[src/rtl/apb_upio_gen_if.sv]
// APB bus bundle for the user-I/O peripheral.
// The master drives request signals; the slave returns data, ready and error.
interface apb_upio_gen_if #(
    parameter int ADDR_WIDTH = 12
) ();
    logic [ADDR_WIDTH-1:0] PADDR;
    logic [31:0]           PWDATA;
    logic                  PWRITE;
    logic                  PSEL;
    logic                  PENABLE;
    logic [31:0]           PRDATA;
    logic                  PREADY;
    logic                  PSLVERR;

    modport master (
        output PADDR, PWDATA, PWRITE, PSEL, PENABLE,
        input  PRDATA, PREADY, PSLVERR
    );

    modport slave (
        input  PADDR, PWDATA, PWRITE, PSEL, PENABLE,
        output PRDATA, PREADY, PSLVERR
    );
endinterface

[src/rtl/apb_upio_gen.sv]
// Zero-wait-state APB GPIO block with per-pin synchroniser, debounce filter and
// W1C edge-interrupt status combined into one registered interrupt line.
module apb_upio_gen #(
    parameter int APB_ADDR_WIDTH = 12,
    parameter int NUM_PINS       = 8,
    parameter int SYNC_STAGES    = 2,
    parameter int DEB_WIDTH      = 8
) (
    input  logic                clk_i,
    input  logic                rst_i,
    apb_upio_gen_if.slave       apb,
    input  logic [NUM_PINS-1:0] upio_in_i,
    output logic [NUM_PINS-1:0] upio_out_o,
    output logic [NUM_PINS-1:0] upio_dir_o,
    output logic                int_o
);
    typedef enum logic [3:0] {
        REG_DIR     = 4'h0,
        REG_OUT     = 4'h1,
        REG_IN      = 4'h2,
        REG_SET     = 4'h3,
        REG_CLR     = 4'h4,
        REG_RISE_EN = 4'h5,
        REG_FALL_EN = 4'h6,
        REG_STATUS  = 4'h7,
        REG_DEB_CNT = 4'h8
    } reg_e;

    logic [APB_ADDR_WIDTH-1:0] paddr;
    logic [NUM_PINS-1:0]       wdata;
    logic                      access;
    logic [31:0]               rdata;
    logic                      slverr;
    logic                      unused_bits;

    logic [NUM_PINS-1:0]  dir_q, dir_d;
    logic [NUM_PINS-1:0]  out_q, out_d;
    logic [NUM_PINS-1:0]  rise_en_q, rise_en_d;
    logic [NUM_PINS-1:0]  fall_en_q, fall_en_d;
    logic [NUM_PINS-1:0]  status_q, status_d;
    logic [DEB_WIDTH-1:0] deb_cnt_q, deb_cnt_d;
    logic                 deb_wr;
    logic [NUM_PINS-1:0]  w1c;

    logic [NUM_PINS-1:0]  sync_q [SYNC_STAGES];
    logic [NUM_PINS-1:0]  sync_in;
    logic [NUM_PINS-1:0]  filt_q, filt_d;
    logic [NUM_PINS-1:0]  filt_prev_q;
    logic [DEB_WIDTH-1:0] cnt_q [NUM_PINS];
    logic [DEB_WIDTH-1:0] cnt_d [NUM_PINS];
    logic [NUM_PINS-1:0]  rise, fall;
    logic                 int_q;

    assign paddr       = apb.PADDR;
    assign wdata       = apb.PWDATA[NUM_PINS-1:0];
    assign access      = apb.PSEL & apb.PENABLE;
    assign sync_in     = sync_q[SYNC_STAGES-1];
    assign unused_bits = ^{paddr, apb.PWDATA};

    assign apb.PRDATA  = rdata;
    assign apb.PSLVERR = slverr;
    assign apb.PREADY  = 1'b1;
    assign upio_out_o  = out_q;
    assign upio_dir_o  = dir_q;
    assign int_o       = int_q;

    // Register decode: read mux and write next-state in one place.
    always_comb begin
        // NOTE: every output of a combinational block gets a default first, so no path infers a latch.
        rdata     = '0;
        slverr    = 1'b0;
        dir_d     = dir_q;
        out_d     = out_q;
        rise_en_d = rise_en_q;
        fall_en_d = fall_en_q;
        deb_cnt_d = deb_cnt_q;
        deb_wr    = 1'b0;
        w1c       = '0;
        if (access) begin
            case (paddr[5:2])
                REG_DIR: begin
                    rdata = 32'(dir_q);
                    if (apb.PWRITE) dir_d = wdata;
                end
                REG_OUT: begin
                    rdata = 32'(out_q);
                    if (apb.PWRITE) out_d = wdata;
                end
                REG_IN:  rdata = 32'(filt_q);
                REG_SET: if (apb.PWRITE) out_d = out_q | wdata;
                REG_CLR: if (apb.PWRITE) out_d = out_q & ~wdata;
                REG_RISE_EN: begin
                    rdata = 32'(rise_en_q);
                    if (apb.PWRITE) rise_en_d = wdata;
                end
                REG_FALL_EN: begin
                    rdata = 32'(fall_en_q);
                    if (apb.PWRITE) fall_en_d = wdata;
                end
                REG_STATUS: begin
                    rdata = 32'(status_q);
                    if (apb.PWRITE) w1c = wdata;
                end
                REG_DEB_CNT: begin
                    rdata = 32'(deb_cnt_q);
                    if (apb.PWRITE) begin
                        deb_cnt_d = apb.PWDATA[DEB_WIDTH-1:0];
                        deb_wr    = 1'b1;
                    end
                end
                default: slverr = 1'b1;
            endcase
        end
    end

    // Debounce: a pin must disagree with filt for DEB_CNT+1 cycles before filt flips.
    always_comb begin
        filt_d = filt_q;
        for (int i = 0; i < NUM_PINS; i++) begin
            cnt_d[i] = cnt_q[i];
            if (sync_in[i] == filt_q[i]) begin
                cnt_d[i] = '0;
            end else if (cnt_q[i] == deb_cnt_q) begin
                filt_d[i] = sync_in[i];
                cnt_d[i]  = '0;
            end else begin
                cnt_d[i] = cnt_q[i] + 1'b1;
            end
            if (deb_wr) cnt_d[i] = '0;
        end
        rise     = filt_q & ~filt_prev_q & rise_en_q;
        fall     = ~filt_q & filt_prev_q & fall_en_q;
        status_d = (status_q & ~w1c) | rise | fall;
    end

    always_ff @(posedge clk_i) begin
        if (rst_i) begin
            dir_q       <= '0;
            out_q       <= '0;
            rise_en_q   <= '0;
            fall_en_q   <= '0;
            status_q    <= '0;
            deb_cnt_q   <= '0;
            filt_q      <= '0;
            filt_prev_q <= '0;
            int_q       <= 1'b0;
            // NOTE: these arrays are plain flops, not RAM, so clearing them in reset is legal and required.
            for (int s = 0; s < SYNC_STAGES; s++) sync_q[s] <= '0;
            for (int i = 0; i < NUM_PINS; i++) cnt_q[i] <= '0;
        end else begin
            // NOTE: non-blocking assignments so every flop samples pre-edge values.
            dir_q       <= dir_d;
            out_q       <= out_d;
            rise_en_q   <= rise_en_d;
            fall_en_q   <= fall_en_d;
            status_q    <= status_d;
            deb_cnt_q   <= deb_cnt_d;
            filt_q      <= filt_d;
            filt_prev_q <= filt_q;
            int_q       <= |status_q;
            sync_q[0]   <= upio_in_i;
            for (int s = 1; s < SYNC_STAGES; s++) sync_q[s] <= sync_q[s-1];
            for (int i = 0; i < NUM_PINS; i++) cnt_q[i] <= cnt_d[i];
        end
    end
endmodule

[src/flat_wrapper.sv]
// flat-port wrapper written by rule: the top's interface ports become plain ports
module apb_upio_gen_flat 
#(
    parameter int APB_ADDR_WIDTH = 12,
    parameter int NUM_PINS       = 8,
    parameter int SYNC_STAGES    = 2,
    parameter int DEB_WIDTH      = 8
)
  (clk_i, rst_i, upio_in_i, upio_out_o, upio_dir_o, int_o, apb_PADDR, apb_PWDATA, apb_PWRITE, apb_PSEL, apb_PENABLE, apb_PRDATA, apb_PREADY, apb_PSLVERR);
  apb_upio_gen_if #(.ADDR_WIDTH(12)) apb_i ();
  input  logic clk_i;
  input  logic rst_i;
  input  logic [NUM_PINS-1:0] upio_in_i;
  output logic [NUM_PINS-1:0] upio_out_o;
  output logic [NUM_PINS-1:0] upio_dir_o;
  output logic int_o;
  input wire logic [$bits(apb_i.PADDR)-1:0] apb_PADDR;
  input wire logic [$bits(apb_i.PWDATA)-1:0] apb_PWDATA;
  input wire logic [$bits(apb_i.PWRITE)-1:0] apb_PWRITE;
  input wire logic [$bits(apb_i.PSEL)-1:0] apb_PSEL;
  input wire logic [$bits(apb_i.PENABLE)-1:0] apb_PENABLE;
  output wire logic [$bits(apb_i.PRDATA)-1:0] apb_PRDATA;
  output wire logic [$bits(apb_i.PREADY)-1:0] apb_PREADY;
  output wire logic [$bits(apb_i.PSLVERR)-1:0] apb_PSLVERR;
  assign apb_i.PADDR = apb_PADDR;
  assign apb_i.PWDATA = apb_PWDATA;
  assign apb_i.PWRITE = apb_PWRITE;
  assign apb_i.PSEL = apb_PSEL;
  assign apb_i.PENABLE = apb_PENABLE;
  assign apb_PRDATA = apb_i.PRDATA;
  assign apb_PREADY = apb_i.PREADY;
  assign apb_PSLVERR = apb_i.PSLVERR;
  apb_upio_gen #(.APB_ADDR_WIDTH(APB_ADDR_WIDTH), .NUM_PINS(NUM_PINS), .SYNC_STAGES(SYNC_STAGES), .DEB_WIDTH(DEB_WIDTH)) u_core (.clk_i(clk_i), .rst_i(rst_i), .apb(apb_i), .upio_in_i(upio_in_i), .upio_out_o(upio_out_o), .upio_dir_o(upio_dir_o), .int_o(int_o));
endmodule
[config.mk]
export PLATFORM = sky130hd
export DESIGN_NAME = apb_upio_gen_flat
export DESIGN_NICKNAME = d
export VERILOG_FILES = /design/src/rtl/apb_upio_gen_if.sv /design/src/rtl/apb_upio_gen.sv /design/src/flat_wrapper.sv
export SDC_FILE = /design/constraint.sdc
export NUM_CORES = 1
export LEC_CHECK = 0
export BUFFER_PORTS_ARGS = -buffer_cell sky130_fd_sc_hd__buf_2
export CELL_PAD_IN_SITES_DETAIL_PLACEMENT = 1
export CELL_PAD_IN_SITES_GLOBAL_PLACEMENT = 2
export CORE_MARGIN = 3
export CORE_UTILIZATION = 36
export CTS_BUF_LIST = sky130_fd_sc_hd__clkbuf_4
export CTS_CLUSTER_SIZE = 40
export DETAILED_ROUTE_END_ITERATION = 10
export PLACE_DENSITY = 0.87
export SLEW_MARGIN = 20
export SYNTH_ARGS = -nofsm -noshare
export SYNTH_HDL_FRONTEND = slang
export SYNTH_SLANG_ARGS = --single-unit
[constraint.sdc]
create_clock -name clk_i -period 1.7 [get_ports clk_i]
set_input_delay 0.085 -clock clk_i [delete_from_list [all_inputs] [get_ports clk_i]]
set_output_delay 0.085 -clock clk_i [all_outputs]
set_load 0.01 [all_outputs]
Word level (Yosys, flattened, before mapping)
Memory sizes are Yosys's and may differ from the RTL's.
Cells that the tools add are included.
- reduce and logical (&&, ||, !) cells: 17
- equality and inequality tests: 27
- multiplexer cells: 51
- bitwise operators: 32
- add/sub/neg operators: 8
- operators by type and width (operator ; number):
    $mux 8 ; 40
    $add 8x1->8 const B ; 8
    $eq 8x8->1 ; 8
    $pmux 8 s7 ; 1
    $and 8x8->8 ; 6
    $mux 32 ; 1
    $not 8->8 ; 4
    $or 8x8->8 ; 3
    $pmux 8 s3 ; 1
    $eq 4x3->1 const B ; 4
    $reduce_and 2->1 ; 8
    $reduce_and 3->1 ; 4
    $or 1x1->1 ; 10
    $reduce_or 9->1 ; 1
    $eq 1x1->1 ; 8
    $eq 4x2->1 const B ; 2
    $mux 1 ; 8
    $not 1->1 ; 8
    $reduce_or 8->1 ; 1
    $ne 2x2->1 const B ; 3
    $reduce_and 5->1 ; 1
    $eq 4x1->1 const B ; 1
    $eq 4x4->1 const B ; 1
    $logic_not 4->1 ; 1
    2 further kinds ; 2
- logic and storage cells: 153
- memories: 2
- input port bits: 57
- output and inout port bits: 51
- memory bits (writable): 80
- flip-flop bits (word level): 65
- memories (memory ; depth ; width ; rd ports ; clocked after memory_dff ; write ports ; RTL line ; source):
    u_core.cnt_q ; 8 ; 8 ; 8 ; 0 ; 8 ; apb_upio_gen.sv:49 ; logic [DEB_WIDTH-1:0] cnt_q [NUM_PINS];
    u_core.sync_q ; 2 ; 8 ; 2 ; 0 ; 2 ; apb_upio_gen.sv:45 ; logic [NUM_PINS-1:0] sync_q [SYNC_STAGES];

Depth between registers and ports, before layout
Gate-level depths: netlist of run 1.
- word-level depth: 7
- depth in mapped cells: 6
- gate-level depth less buffers: 5

Worst setup path before layout of run 1
No wires, ideal clock.
- path kind: input to output
- start: input port apb_PADDR[2]
- end: output port apb_PRDATA[1]
- path buffers: 2
- path slack: 0.388 ns
- stages: 6
- data arrival time: 1.227 ns
- cells stage by stage: buf_2 buf_2 nor2_1 a22oi_1 or3_1 a31oi_1
- longest elaborated chain between the ends: 3
- ends and longest elaborated chain (item ; RTL line ; source):
    start, declared ; flat_wrapper.sv:17 ; input wire logic [$bits(apb_i.PADDR)-1:0] apb_PADDR;
    $eq 4x4->1 (tied with other cells) ; apb_upio_gen.sv:80 ; case (paddr[5:2])
    $pmux 8 s7 (*) ; apb_upio_gen.sv:80 ;
    $mux 32 (*) ; apb_upio_gen.sv:79 ; if (access) begin
    end, declared ; flat_wrapper.sv:22 ; output wire logic [$bits(apb_i.PRDATA)-1:0] apb_PRDATA;
Every way passes the cells marked *; elsewhere a longest branch is shown, timed or not.

Worst setup path after layout of run 1
- start: register u_core.fall_en_q[0]
- end: output port apb_PRDATA[0]
- longest elaborated chain between the ends: 2
- ends and longest elaborated chain (item ; RTL line ; source):
    start, declared ; apb_upio_gen.sv:39 ; logic [NUM_PINS-1:0] fall_en_q, fall_en_d;
    start signal, assigned ; apb_upio_gen.sv:155 ; fall_en_q <= fall_en_d;
    $pmux 8 s7 ; apb_upio_gen.sv:80 ;
    $mux 32 ; apb_upio_gen.sv:79 ;
No other way between the ends.

==> flow_metrics.py, run 1 <==
metrics = {
    "clocking": {
        "cts_tree": "done",
        "clk_transition_reported_paths_ns": 0.14,
        "clk_path_buf_depth": 2,
        "tritoncts.num_buffers": 17,
        "cts.root.buffer_cell": "sky130_fd_sc_hd__clkbuf_4",
        "cts_htree_levels": 4,
        "clock_insertion_delay_worst_skew_ns": 0.56,
        "cts.sinks": 145,
    },
    "critical_path": {
        "critPathSlowestCell": "sky130_fd_sc_hd__dfxtp_2",
        "slowest_delay_ns": 0.34,
        "worst_setup_path_start_kind": "register",
        "rr_startpoint": "u_core.deb_cnt_q[2]$_SDFFE_PP0P_",
        "critical_path_arrival_ns": 1.79,
        "worstPathCellList": "mux2_4, a221o_1, o21ai_1, a21oi_1, buf_2",
        "rr_endpoint": "u_core.cnt_q[0][2]$_SDFF_PP0_",
        "timing_worst_setup_path_type": "register to output port",
        "worstPathMaxFanout": 2,
        "worst_r2r_path_depth": 6,
        "r2r_setup_slack_ns": 0.12,
        "critical_path.endpoint_type": "output port",
        "cp.required_ns": 1.62,
        "crit_path_start": "u_core.fall_en_q[0]$_SDFFE_PP0P_",
    },
    "synth": {
        "synthesis.yosys.warnings": 0,
        "synthTopCellsByArea": "sky130_fd_sc_hd__dfxtp_1, sky130_fd_sc_hd__xnor2_1, sky130_fd_sc_hd__xor2_1",
        "syn_avg_cell_area_um2": 9.31,
        "async_reset_ff_share_pct": 0,
        "synth_seq_cells": 145,
        "synth_edf_count": 0,
        "synth.yosys.seq_area_share_pct": 41.4,
        "synth_common_cells": "sky130_fd_sc_hd__dfxtp_1, sky130_fd_sc_hd__nor2_1, sky130_fd_sc_hd__xnor2_1",
        "number_of_different_library_cells_in_the_post_synthesis_netlist": 47,
        "dominantRegCellSynth": "sky130_fd_sc_hd__dfxtp_1",
        "synthDominantCellAreaShare_pct": 41.4,
        "synthDominantAreaCellType": "sky130_fd_sc_hd__dfxtp_1",
        "synth_most_common_cell": "sky130_fd_sc_hd__dfxtp_1",
        "synthesis.area_um2": 7010,
        "synthesis.instances": 753,
    },
    "sta": {
        "clk_skew_ns": 0.0217,
        "max_clock_freq_ghz": 0.534,
        "postLayoutSetupSlackWorst_ns": -0.173,
        "report.final.slew_viol_count": 0,
        "max_slew_margin_pct": 52.7,
        "min_period_over_period_pct": 110,
        "setup_violations": 4,
        "rsz0062_at_grt": "yes",
        "fin_worst_hold_slack_ns": 0.232,
        "fin_setup_tns_ns": -0.366,
        "hold_violations": 0,
        "worstMarginPinSlew_ns": 0.708,
        "final_period_minus_worst_setup_slack_ns": 1.87,
    },
    "drt": {
        "route.detailed.vias_per_inst": 4.96,
        "routed_wirelength_mm": 18.7,
        "route.detailed.drc": 0,
        "dr_total_vias": 5621,
        "routed_wire_length_per_instance_um": 16.5,
        "drt-pass1-iter-count": 4,
        "route.antenna.remaining_nets": 0,
        "initialDrtViolationCount": 287,
    },
    "global_routing": {
        "met2_usage_pct": 28.4,
        "first_global_vias": 5715,
        "largest_net_degree_at_the_start_of_global_routing": 47,
        "grt-ovfl-total": 0,
        "gr-usage-met1_pct": 22.8,
        "gr-usage-all-layers_pct": 17.5,
        "grt_antenna_before_repair": 1,
        "use_met3_pct": 3.89,
        "grt_first_pass_wirelength_mm": 30.0,
        "global_route.peak_usage_layer": "met2",
    },
    "status": {
        "outcome": "finished with violations",
        "violated_checks": "negative setup slack",
    },
    "power": {
        "finalPower_mw": 6.48,
        "pwr_density_cell_nw_per_um2": 763,
        "power_leakage_nw": 3.32,
        "power.ir.vdd_worst_uv": 365,
    },
    "die": {
        "boundaryPins": 108,
        "start_util_pct": 37.1,
        "std_cell_rows": 50,
        "fp.coreArea_um2": 18900,
        "fp.dieH_um": 146,
        "design.die.area_um2": 21200,
        "fp.dieW_um": 146,
    },
    "finish": {
        "num-fill-cells": 2207,
        "final_cell_area_um2": 8490,
        "area_growth_syn_to_layout_pct": 21.2,
        "post_route_cells_drive_above_1_share_pct": 23.1,
        "num-nets-final": 925,
    },
    "placed_design": {
        "dp_hpwl_mm": 13.0,
        "place.port_buffers": 50,
        "place_congestion": 0.842,
        "dpl_worst_slack_ns": -0.0709,
        "postPlaceCellArea_um2": 7660,
    },
    "run": {
        "max_cap_violations": 0,
    },
    "worst_hold_path": {
        "worstHoldPathType": "primary input to register",
        "worstHoldStart": "apb_PADDR[3]",
        "min_path_cells": 5,
        "min_to": "u_core.status_q[3]$_SDFF_PP0_",
    },
}
==> cells by family after synthesis <==
kind of cell	synth area share (%)
simple gates	19.0
flops	41.4
xor+xnor	15.0
compound gates	12.1
buf+inv	5.98
mux	4.95
fa+ha+maj	1.43
other cells	0.107
==> flip-flops by register name (all words and copies together), names as in the netlist <==
signal and flops:
u_core.cnt_q 64, u_core.sync_q 16, u_core.deb_cnt_q 8, u_core.fall_en_q 8
u_core.filt_prev_q 8, u_core.filt_q 8, u_core.rise_en_q 8, u_core.status_q 8
u_core.upio_dir_o 8, u_core.upio_out_o 8, u_core.int_o 1
==> routing by layer <==
metal / share of wire (%) / up-vias / wire (µm)
met5: 0 / - / 0
li1: - / 2756 / -
met1: 47 / 2697 / 8720
met4: 3.0 / 0 / 561
met3: 4.2 / 39 / 795
met2: 46 / 129 / 8640
==> worst max-delay path: cells and delay by family (launching register included) <==
family,cells,cell delay (ns)
buf+inv,1,0.15
mux,1,0.26
compound gates,3,0.49
flops,1,0.34
==> worst max path at each step <==
| stage | cells past startpoint | to | slack [ns] |
|---|---|---|---|
| finish | 5 | apb_PRDATA[0] | -0.17 |
| global route | 5 | apb_PRDATA[0] | -0.25 |
| CTS | 5 | apb_PRDATA[0] | -0.21 |
| detailed placement | 6 | u_core.cnt_q[0][28]$_SDFF_PP0_ | -0.07 |
| global placement | 6 | u_core.cnt_q[0][23]$_SDFF_PP0_ | -0.003 |
| floorplan | 6 | apb_PRDATA[1] | 0.39 |
==> where the power goes <==
group	internal (mW)	switching [mW]
combinational	0.139	0.241
clock	1.35	1.30
sequential	3.42	0.0243
total	4.91	1.57
==> placed cells by master (no fill, tap or decap), types with 30 or more instances in the layout <==
master,count
sky130_fd_sc_hd__nor2_1,94
sky130_fd_sc_hd__dfxtp_1,111
sky130_fd_sc_hd__buf_2,49
sky130_fd_sc_hd__xor2_1,42
sky130_fd_sc_hd__xnor2_1,77
sky130_fd_sc_hd__nand2_1,32
sky130_fd_sc_hd__nand3_1,35
sky130_fd_sc_hd__dfxtp_2,30
sky130_fd_sc_hd__buf_4,44
==> through the flow <==
step | util [%] | cells
2_1_floorplan | - | 776
3_3_place_gp | 40.5 | 1065
3_5_place_dp | 40.5 | 1065
4_1_cts | 44.2 | 1126
5_1_grt | 44.9 | 1134
6_report | 44.9 | 1134
==> cell type report <==
cell class | instances | area [µm²] | area share [%]
Multi-Input combinational cell | 554 | 3880 | 45.7
Sequential cell | 145 | 2960 | 34.8
Timing Repair Buffer | 118 | 888 | 10.5
Tap cell | 260 | 325 | 3.83
Clock inverter | 13 | 209 | 2.46
Clock buffer | 19 | 143 | 1.68
Inverter | 24 | 90.1 | 1.06
Antenna cell | 1 | 2.50 | 0.0295
==> repair_timing <==
item,CTS,global route
hold buffers,17,0
resized for setup,35,26
buffers inserted,12,7
endpoints found under the hold margin,56,0
endpoints found under the setup margin,8,22
pin swaps,10,16
Note: power is estimated with default switching activity, not from simulation.
==> run 2, diff against run 1 <==
--- a/config.mk
+++ b/config.mk
@@ -13,6 +13,7 @@
 export CTS_BUF_LIST = sky130_fd_sc_hd__clkbuf_4
 export CTS_CLUSTER_SIZE = 40
 export DETAILED_ROUTE_END_ITERATION = 10
+export GPL_TIMING_DRIVEN = 0
 export PLACE_DENSITY = 0.87
 export SLEW_MARGIN = 20
 export SYNTH_ARGS = -nofsm -noshare
==> run 2 against run 1 <==
The flow still finishes with violations (negative setup slack). Largest power group unchanged. Final area shrank 3.0%. Clock skew shrank 0.0070 ns. Count of clock-buffer cells in the layout grew 4.
==> flow_metrics.py, run 2 (synthesis gave the netlist of run 1 again) <==
metrics = {
    "critical_path": {
        "rr_startpoint": "u_core.deb_cnt_q[1]$_SDFFE_PP0P_",
        "worstPathMaxFanout": 2,
        "critical_path_arrival_ns": 1.78,
        "r2r_setup_slack_ns": 0.11,
        "worst_r2r_path_depth": 5,
        "worst_setup_path_start_kind": "register",
        "critical_path.endpoint_type": "output port",
        "timing_worst_setup_path_type": "register to output port",
        "cp.required_ns": 1.62,
        "rr_endpoint": "u_core.cnt_q[1][2]$_SDFF_PP0_",
    },
    "die": {
        "boundaryPins": 108,
        "fp.dieW_um": 146,
        "fp.coreArea_um2": 18900,
        "design.die.area_um2": 21200,
        "fp.dieH_um": 146,
        "std_cell_rows": 50,
        "start_util_pct": 37.1,
    },
    "sta": {
        "rsz0062_at_grt": "yes",
        "setup_violations": 6,
        "clk_skew_ns": 0.0147,
        "final_period_minus_worst_setup_slack_ns": 1.86,
        "fin_setup_tns_ns": -0.372,
        "worstMarginPinSlew_ns": 0.767,
        "postLayoutSetupSlackWorst_ns": -0.161,
        "hold_violations": 0,
        "report.final.slew_viol_count": 0,
        "min_period_over_period_pct": 109,
        "max_slew_margin_pct": 48.9,
        "max_clock_freq_ghz": 0.537,
    },
    "placed_design": {
        "dp_hpwl_mm": 13.7,
        "place_congestion": 0.853,
        "placed_cells_incl_taps": 1084,
        "dpl_worst_slack_ns": -0.270,
        "place.port_buffers": 48,
    },
    "finish": {
        "regMostFlops": "u_core.cnt_q",
        "num-fill-cells": 2262,
        "commonest_cells_after_routing_fill_and_taps_aside": "sky130_fd_sc_hd__dfxtp_1, sky130_fd_sc_hd__nor2_1, sky130_fd_sc_hd__xnor2_1",
        "multi_input_comb_area_um2": 3810,
        "post_route_cells_drive_above_1_share_pct": 20.2,
        "area_growth_syn_to_layout_pct": 17.5,
        "layout.core_utilization_pct": 43.6,
        "biggestRegsByFlops": "u_core.cnt_q x64, u_core.sync_q x16",
        "non_filler_instance_count_after_layout": 1142,
        "largest_register_ffs": 64,
        "seq_area_um2": 2930,
        "most_common_library_cell_in_the_layout_ignoring_fill_and_taps": "sky130_fd_sc_hd__dfxtp_1",
        "num-nets-final": 934,
    },
    "clocking": {
        "cts_htree_levels": 4,
        "clk_transition_reported_paths_ns": 0.12,
        "cts.root.buffer_cell": "sky130_fd_sc_hd__clkbuf_4",
        "tritoncts.num_buffers": 17,
        "clk_path_buf_depth": 2,
        "clock_insertion_delay_worst_skew_ns": 0.55,
        "cts_tree": "done",
        "cts.sinks": 145,
    },
    "status": {
        "violated_checks": "negative setup slack",
        "outcome": "finished with violations",
    },
    "power": {
        "finalPower_mw": 5.88,
        "pwr_density_cell_nw_per_um2": 713,
        "power.ir.vdd_worst_uv": 351,
        "power_leakage_nw": 3.26,
    },
    "worst_hold_path": {
        "min_path_cells": 4,
        "min_to": "u_core.cnt_q[1][16]$_SDFF_PP0_",
        "worstHoldStart": "rst_i",
        "worstHoldPathType": "primary input to register",
    },
    "global_routing": {
        "gr-usage-all-layers_pct": 18.3,
        "largest_net_degree_at_the_start_of_global_routing": 17,
        "grt-ovfl-total": 0,
        "first_global_vias": 5800,
        "grt_antenna_before_repair": 1,
        "grt_first_pass_wirelength_mm": 31.0,
    },
    "drt": {
        "route.antenna.remaining_nets": 0,
        "dr_total_vias": 5722,
        "drt-pass1-iter-count": 4,
        "initialDrtViolationCount": 250,
        "route.detailed.vias_per_inst": 5.01,
        "route.detailed.drc": 0,
        "routed_wirelength_mm": 19.2,
        "routed_wire_length_per_instance_um": 16.8,
    },
    "run": {
        "max_cap_violations": 0,
    },
}
## run 2: cell count changes in the layout (fill, tap and decap cells not counted), sizes merged
cell,previous run,this run
inv,26,25
dlygate4sd3,17,16
buf,101,100
bufinv,5,1
clkbuf,19,34
clkinvlp,5,0
clkinv,1,6
## run 2: power by group
| part | internal (mW) | switching [mW] |
|---|---|---|
| registers | 3.43 | 0.0234 |
| logic | 0.165 | 0.258 |
| clock network | 0.797 | 1.20 |
| total | 4.39 | 1.48 |
## run 2: routing by layer
layer | global-route usage, % | vias up | wire (µm)
met4 | 5.41 | 0 | 317
met2 | 29.5 | 106 | 8830
met5 | 0 | - | 0
li1 | - | 2784 | -
met3 | 3.71 | 25 | 638
met1 | 24.8 | 2807 | 9450
## run 2: metrics by stage
stage,instance area [µm²],hold slack [ns]
floorplan,7090,0.213
global route,8240,0.0492
detailed placement,7660,0.305
finish,8240,0.0968
CTS,8180,0.0374
global placement,7660,0.307
## run 2: final cells by class
cell class                 count  area share [%]
timing repair buffer          74            5.77
sequential                   145            35.6
multi-input combinational    554            46.2
inverter                      24            1.09
clock buffer                  23            2.10
buffer                        53            4.44
antenna                        1          0.0304
tap                          260            3.95
clock inverter                 8           0.775
## run 2: critical path, stage by stage, from the launching register on
cell and delay [ns]:
sky130_fd_sc_hd__dfxtp_2 0.34, sky130_fd_sc_hd__mux2_4 0.26, sky130_fd_sc_hd__a221o_1 0.33, sky130_fd_sc_hd__o21ai_2 0.07, sky130_fd_sc_hd__a21oi_2 0.06, sky130_fd_sc_hd__buf_2 0.16
## run 2: repair_timing
action	4_1_cts	5_1_grt
pin swaps	3	3
hold buffers	16	0
gates cloned	0	0
endpoints found under the setup margin	12	56
setup buffers	8	2
gates resized for setup	31	16
hold endpoints to repair	56	0
## run 2: worst max path at each step
stage               slack, ns                           endpoint  cells past startpoint                              from
floorplan                0.39                      apb_PRDATA[1]                      6                      apb_PADDR[2]
detailed placement      -0.27   u_core.rise_en_q[2]$_SDFFE_PP0P_                      5                             rst_i
global placement        -0.26  u_core.upio_dir_o[5]$_SDFFE_PP0P_                      5                             rst_i
finish                  -0.16                      apb_PRDATA[0]                      5  u_core.fall_en_q[0]$_SDFFE_PP0P_
CTS                     -0.22                      apb_PRDATA[0]                      5  u_core.fall_en_q[0]$_SDFFE_PP0P_
global route            -0.28                      apb_PRDATA[0]                      5  u_core.fall_en_q[0]$_SDFFE_PP0P_
==> run 3, diff against run 2 <==
--- a/config.mk
+++ b/config.mk
@@ -5,16 +5,17 @@
 export SDC_FILE = /design/constraint.sdc
 export NUM_CORES = 1
 export LEC_CHECK = 0
+export ABC_AREA = 1
 export BUFFER_PORTS_ARGS = -buffer_cell sky130_fd_sc_hd__buf_2
 export CELL_PAD_IN_SITES_DETAIL_PLACEMENT = 1
 export CELL_PAD_IN_SITES_GLOBAL_PLACEMENT = 2
-export CORE_MARGIN = 3
-export CORE_UTILIZATION = 36
+export CORE_MARGIN = 1.5
+export CORE_UTILIZATION = 33
 export CTS_BUF_LIST = sky130_fd_sc_hd__clkbuf_4
 export CTS_CLUSTER_SIZE = 40
 export DETAILED_ROUTE_END_ITERATION = 10
 export GPL_TIMING_DRIVEN = 0
-export PLACE_DENSITY = 0.87
+export PLACE_DENSITY = 0.88
 export SLEW_MARGIN = 20
 export SYNTH_ARGS = -nofsm -noshare
 export SYNTH_HDL_FRONTEND = slang
==> run 3 against run 2 <==
The run ends with design-rule violations, negative setup slack left. Clock power up 8%. Worst setup slack gained 0.15 ns. First-iteration DRC count grew 14%. Routed wire length increased by 20%. Combinational power is 14% higher. Final area increased by 7.2%. Fmax up 8.5%.
==> flow_metrics.py, run 3 <==
metrics = {
    "critical_path": {
        "critical_path.endpoint_type": "output port",
        "timing_worst_setup_path_type": "register to output port",
        "critPathSlowestCell": "sky130_fd_sc_hd__dfxtp_4",
        "critical_path_arrival_ns": 1.63,
        "r2r_setup_slack_ns": 0.16,
        "cp.required_ns": 1.62,
        "worstPathCellList": "clkinvlp_4, o21ai_2, nor2_2, a21oi_2, buf_2",
        "slowest_delay_ns": 0.40,
        "worst_setup_path_start_kind": "register",
        "worstPathMaxFanout": 2,
    },
    "die": {
        "boundaryPins": 108,
        "fp.dieH_um": 153,
        "std_cell_rows": 54,
        "fp.coreArea_um2": 22000,
        "fp.dieW_um": 153,
        "start_util_pct": 33.9,
        "design.die.area_um2": 23500,
    },
    "clocking": {
        "cts.root.buffer_cell": "sky130_fd_sc_hd__clkbuf_4",
        "clk_path_buf_depth": 2,
        "clock_insertion_delay_worst_skew_ns": 0.55,
        "cts.sinks": 145,
        "tritoncts.num_buffers": 17,
        "cts_tree": "done",
        "clk_transition_reported_paths_ns": 0.13,
        "cts_htree_levels": 4,
    },
    "sta": {
        "setup_violations": 2,
        "report.final.slew_viol_count": 0,
        "clk_skew_ns": 0.0262,
        "max_clock_freq_ghz": 0.583,
        "worstMarginPinSlew_ns": 0.905,
        "rsz0062_at_grt": "yes",
        "hold_violations": 0,
        "max_slew_margin_pct": 39.6,
        "postLayoutSetupSlackWorst_ns": -0.0151,
        "min_period_over_period_pct": 101,
        "final_period_minus_worst_setup_slack_ns": 1.72,
    },
    "power": {
        "power.ir.vdd_worst_uv": 293,
        "power_leakage_nw": 3.64,
        "pwr_density_cell_nw_per_um2": 691,
        "finalPower_mw": 6.10,
    },
    "finish": {
        "biggestRegsByFlops": "u_core.cnt_q x64, u_core.sync_q x16",
        "num-fill-cells": 2802,
        "commonest_cells_after_routing_fill_and_taps_aside": "sky130_fd_sc_hd__nand2_1, sky130_fd_sc_hd__nor2_1, sky130_fd_sc_hd__dfxtp_1",
        "post_route_cells_drive_above_1_share_pct": 17.8,
        "multi_input_comb_area_um2": 4000,
        "seq_area_um2": 2930,
        "layout.core_utilization_pct": 40.2,
        "largest_register_ffs": 64,
        "regMostFlops": "u_core.cnt_q",
        "most_common_library_cell_in_the_layout_ignoring_fill_and_taps": "sky130_fd_sc_hd__nand2_1",
        "area_growth_syn_to_layout_pct": 18.7,
        "num-nets-final": 1243,
    },
    "global_routing": {
        "gr-usage-all-layers_pct": 20.2,
        "grt_first_pass_wirelength_mm": 37.1,
        "gr-usage-met1_pct": 25.5,
        "first_global_vias": 7073,
        "largest_net_degree_at_the_start_of_global_routing": 17,
        "grt-ovfl-total": 0,
        "use_met3_pct": 3.23,
        "global_route.peak_usage_layer": "met2",
        "met2_usage_pct": 36.0,
        "grt_antenna_before_repair": 1,
    },
    "drt": {
        "route.detailed.vias_per_inst": 4.75,
        "route.detailed.drc": 2,
        "initialDrtViolationCount": 284,
        "routed_wirelength_mm": 23.1,
        "drt-pass1-iter-count": 7,
        "route.antenna.remaining_nets": 0,
        "routed_wire_length_per_instance_um": 15.7,
        "dr_total_vias": 6981,
    },
    "worst_hold_path": {
        "worstHoldPathType": "primary input to register",
    },
    "synth": {
        "synthesis.area_um2": 7440,
        "synth.yosys.seq_area_share_pct": 39.0,
        "synthTopCellsByArea": "sky130_fd_sc_hd__dfxtp_1, sky130_fd_sc_hd__nand2_1, sky130_fd_sc_hd__nor2_1",
        "synthesis.yosys.warnings": 0,
        "synth_seq_cells": 145,
        "async_reset_ff_share_pct": 0,
        "dominantRegCellSynth": "sky130_fd_sc_hd__dfxtp_1",
        "synth_common_cells": "sky130_fd_sc_hd__nand2_1, sky130_fd_sc_hd__nor2_1, sky130_fd_sc_hd__dfxtp_1",
        "synthesis.instances": 1059,
        "synthDominantCellAreaShare_pct": 39.0,
        "synth_edf_count": 0,
        "synth_most_common_cell": "sky130_fd_sc_hd__nand2_1",
        "syn_avg_cell_area_um2": 7.02,
        "synthDominantAreaCellType": "sky130_fd_sc_hd__dfxtp_1",
        "number_of_different_library_cells_in_the_post_synthesis_netlist": 35,
    },
    "status": {
        "outcome": "finished with violations",
        "violated_checks": "design-rule violations, negative setup slack",
    },
    "run": {
        "max_cap_violations": 0,
    },
    "placed_design": {
        "dp_hpwl_mm": 16.4,
        "place.port_buffers": 49,
        "place_congestion": 0.825,
    },
}
## run 3: worst paths after layout
| kind | start | end | cells after the start |
|---|---|---|---|
| worst max register to register | u_core.deb_cnt_q[7]$_SDFFE_PP0P_ | u_core.cnt_q[1][16]$_SDFF_PP0_ | 10 |
| worst min register to register | u_core.sync_q[0][2]$_SDFF_PP0_ | u_core.sync_q[0][10]$_SDFF_PP0_ | 2 |
| worst min-delay path | rst_i | u_core.cnt_q[0][2]$_SDFF_PP0_ | 4 |
| worst max-delay path | u_core.deb_cnt_q[5]$_SDFFE_PP0P_ | apb_PRDATA[5] | 5 |
## run 3: cell families after synthesis
| family | after synthesis | share of synthesized area (%) |
|---|---|---|
| and+or+nand+nor | 560 | 32.8 |
| buffers and inverters | 161 | 9.60 |
| DFF | 145 | 39.0 |
| AOI/OAI and AO/OA | 99 | 7.23 |
| xor gates and xnor gates | 84 | 9.89 |
| adders and majority gates | 8 | 1.35 |
| other | 2 | 0.101 |
## run 3: cell type report
class                   count  share of cell area [%]
multi-input cells         776                    45.2
flip-flops and latches    145                    33.2
repair buffers             80                    5.89
inverters                 117                    5.44
well taps                 280                    3.97
plain buffers              41                    3.34
clock buffers              18                    1.53
clock inverters            13                    1.37
diodes                      1                  0.0283
## run 3: per-stage QoR
stage,setup TNS [ns],hold slack (ns),setup WS (ns),cells,instance area [µm²]
floorplan,0,0.192,0.423,1082,7520
global placement,-6.54,0.290,-0.206,1411,8120
detailed placement,-11.34,0.293,-0.295,1411,8120
CTS,-0.329,0.0263,-0.0696,1470,8750
global route,-0.530,0.0227,-0.112,1471,8830
finish,-0.0280,0.0555,-0.0151,1471,8830
## run 3: what timing repair did
action | CTS | global route
pin swaps | 9 | 17
cloned | 0 | 0
hold buffers | 17 | 0
setup endpoints to repair | 80 | 17
setup buffers | 11 | 3
endpoints found under the hold margin | 44 | 0
resized for setup | 51 | 43
## run 3: where the power goes
group          leakage, nW  switching, mW  internal, mW  total (mW)
registers             1.18         0.0270          3.43        3.46
clock network        0.134           1.31         0.854        2.16
logic                 2.32          0.316         0.165       0.481
total                 3.64           1.65          4.45        6.10
## run 3: critical path, delay by kind of cell, from the launching register on
family / cells / cell delay (ns)
compound gates: 2 / 0.33
simple gates: 1 / 0.08
flops: 1 / 0.40
buf+inv: 2 / 0.28
## run 3: layer usage
metal  share of wire, %  vias to the layer above  wire length (µm)
met3                3.5                       18               798
met1                 46                     3335             10700
li1                   -                     3499                 -
met2                 49                      129             11300
met5                  0                        -                 0
met4                1.5                        0               352
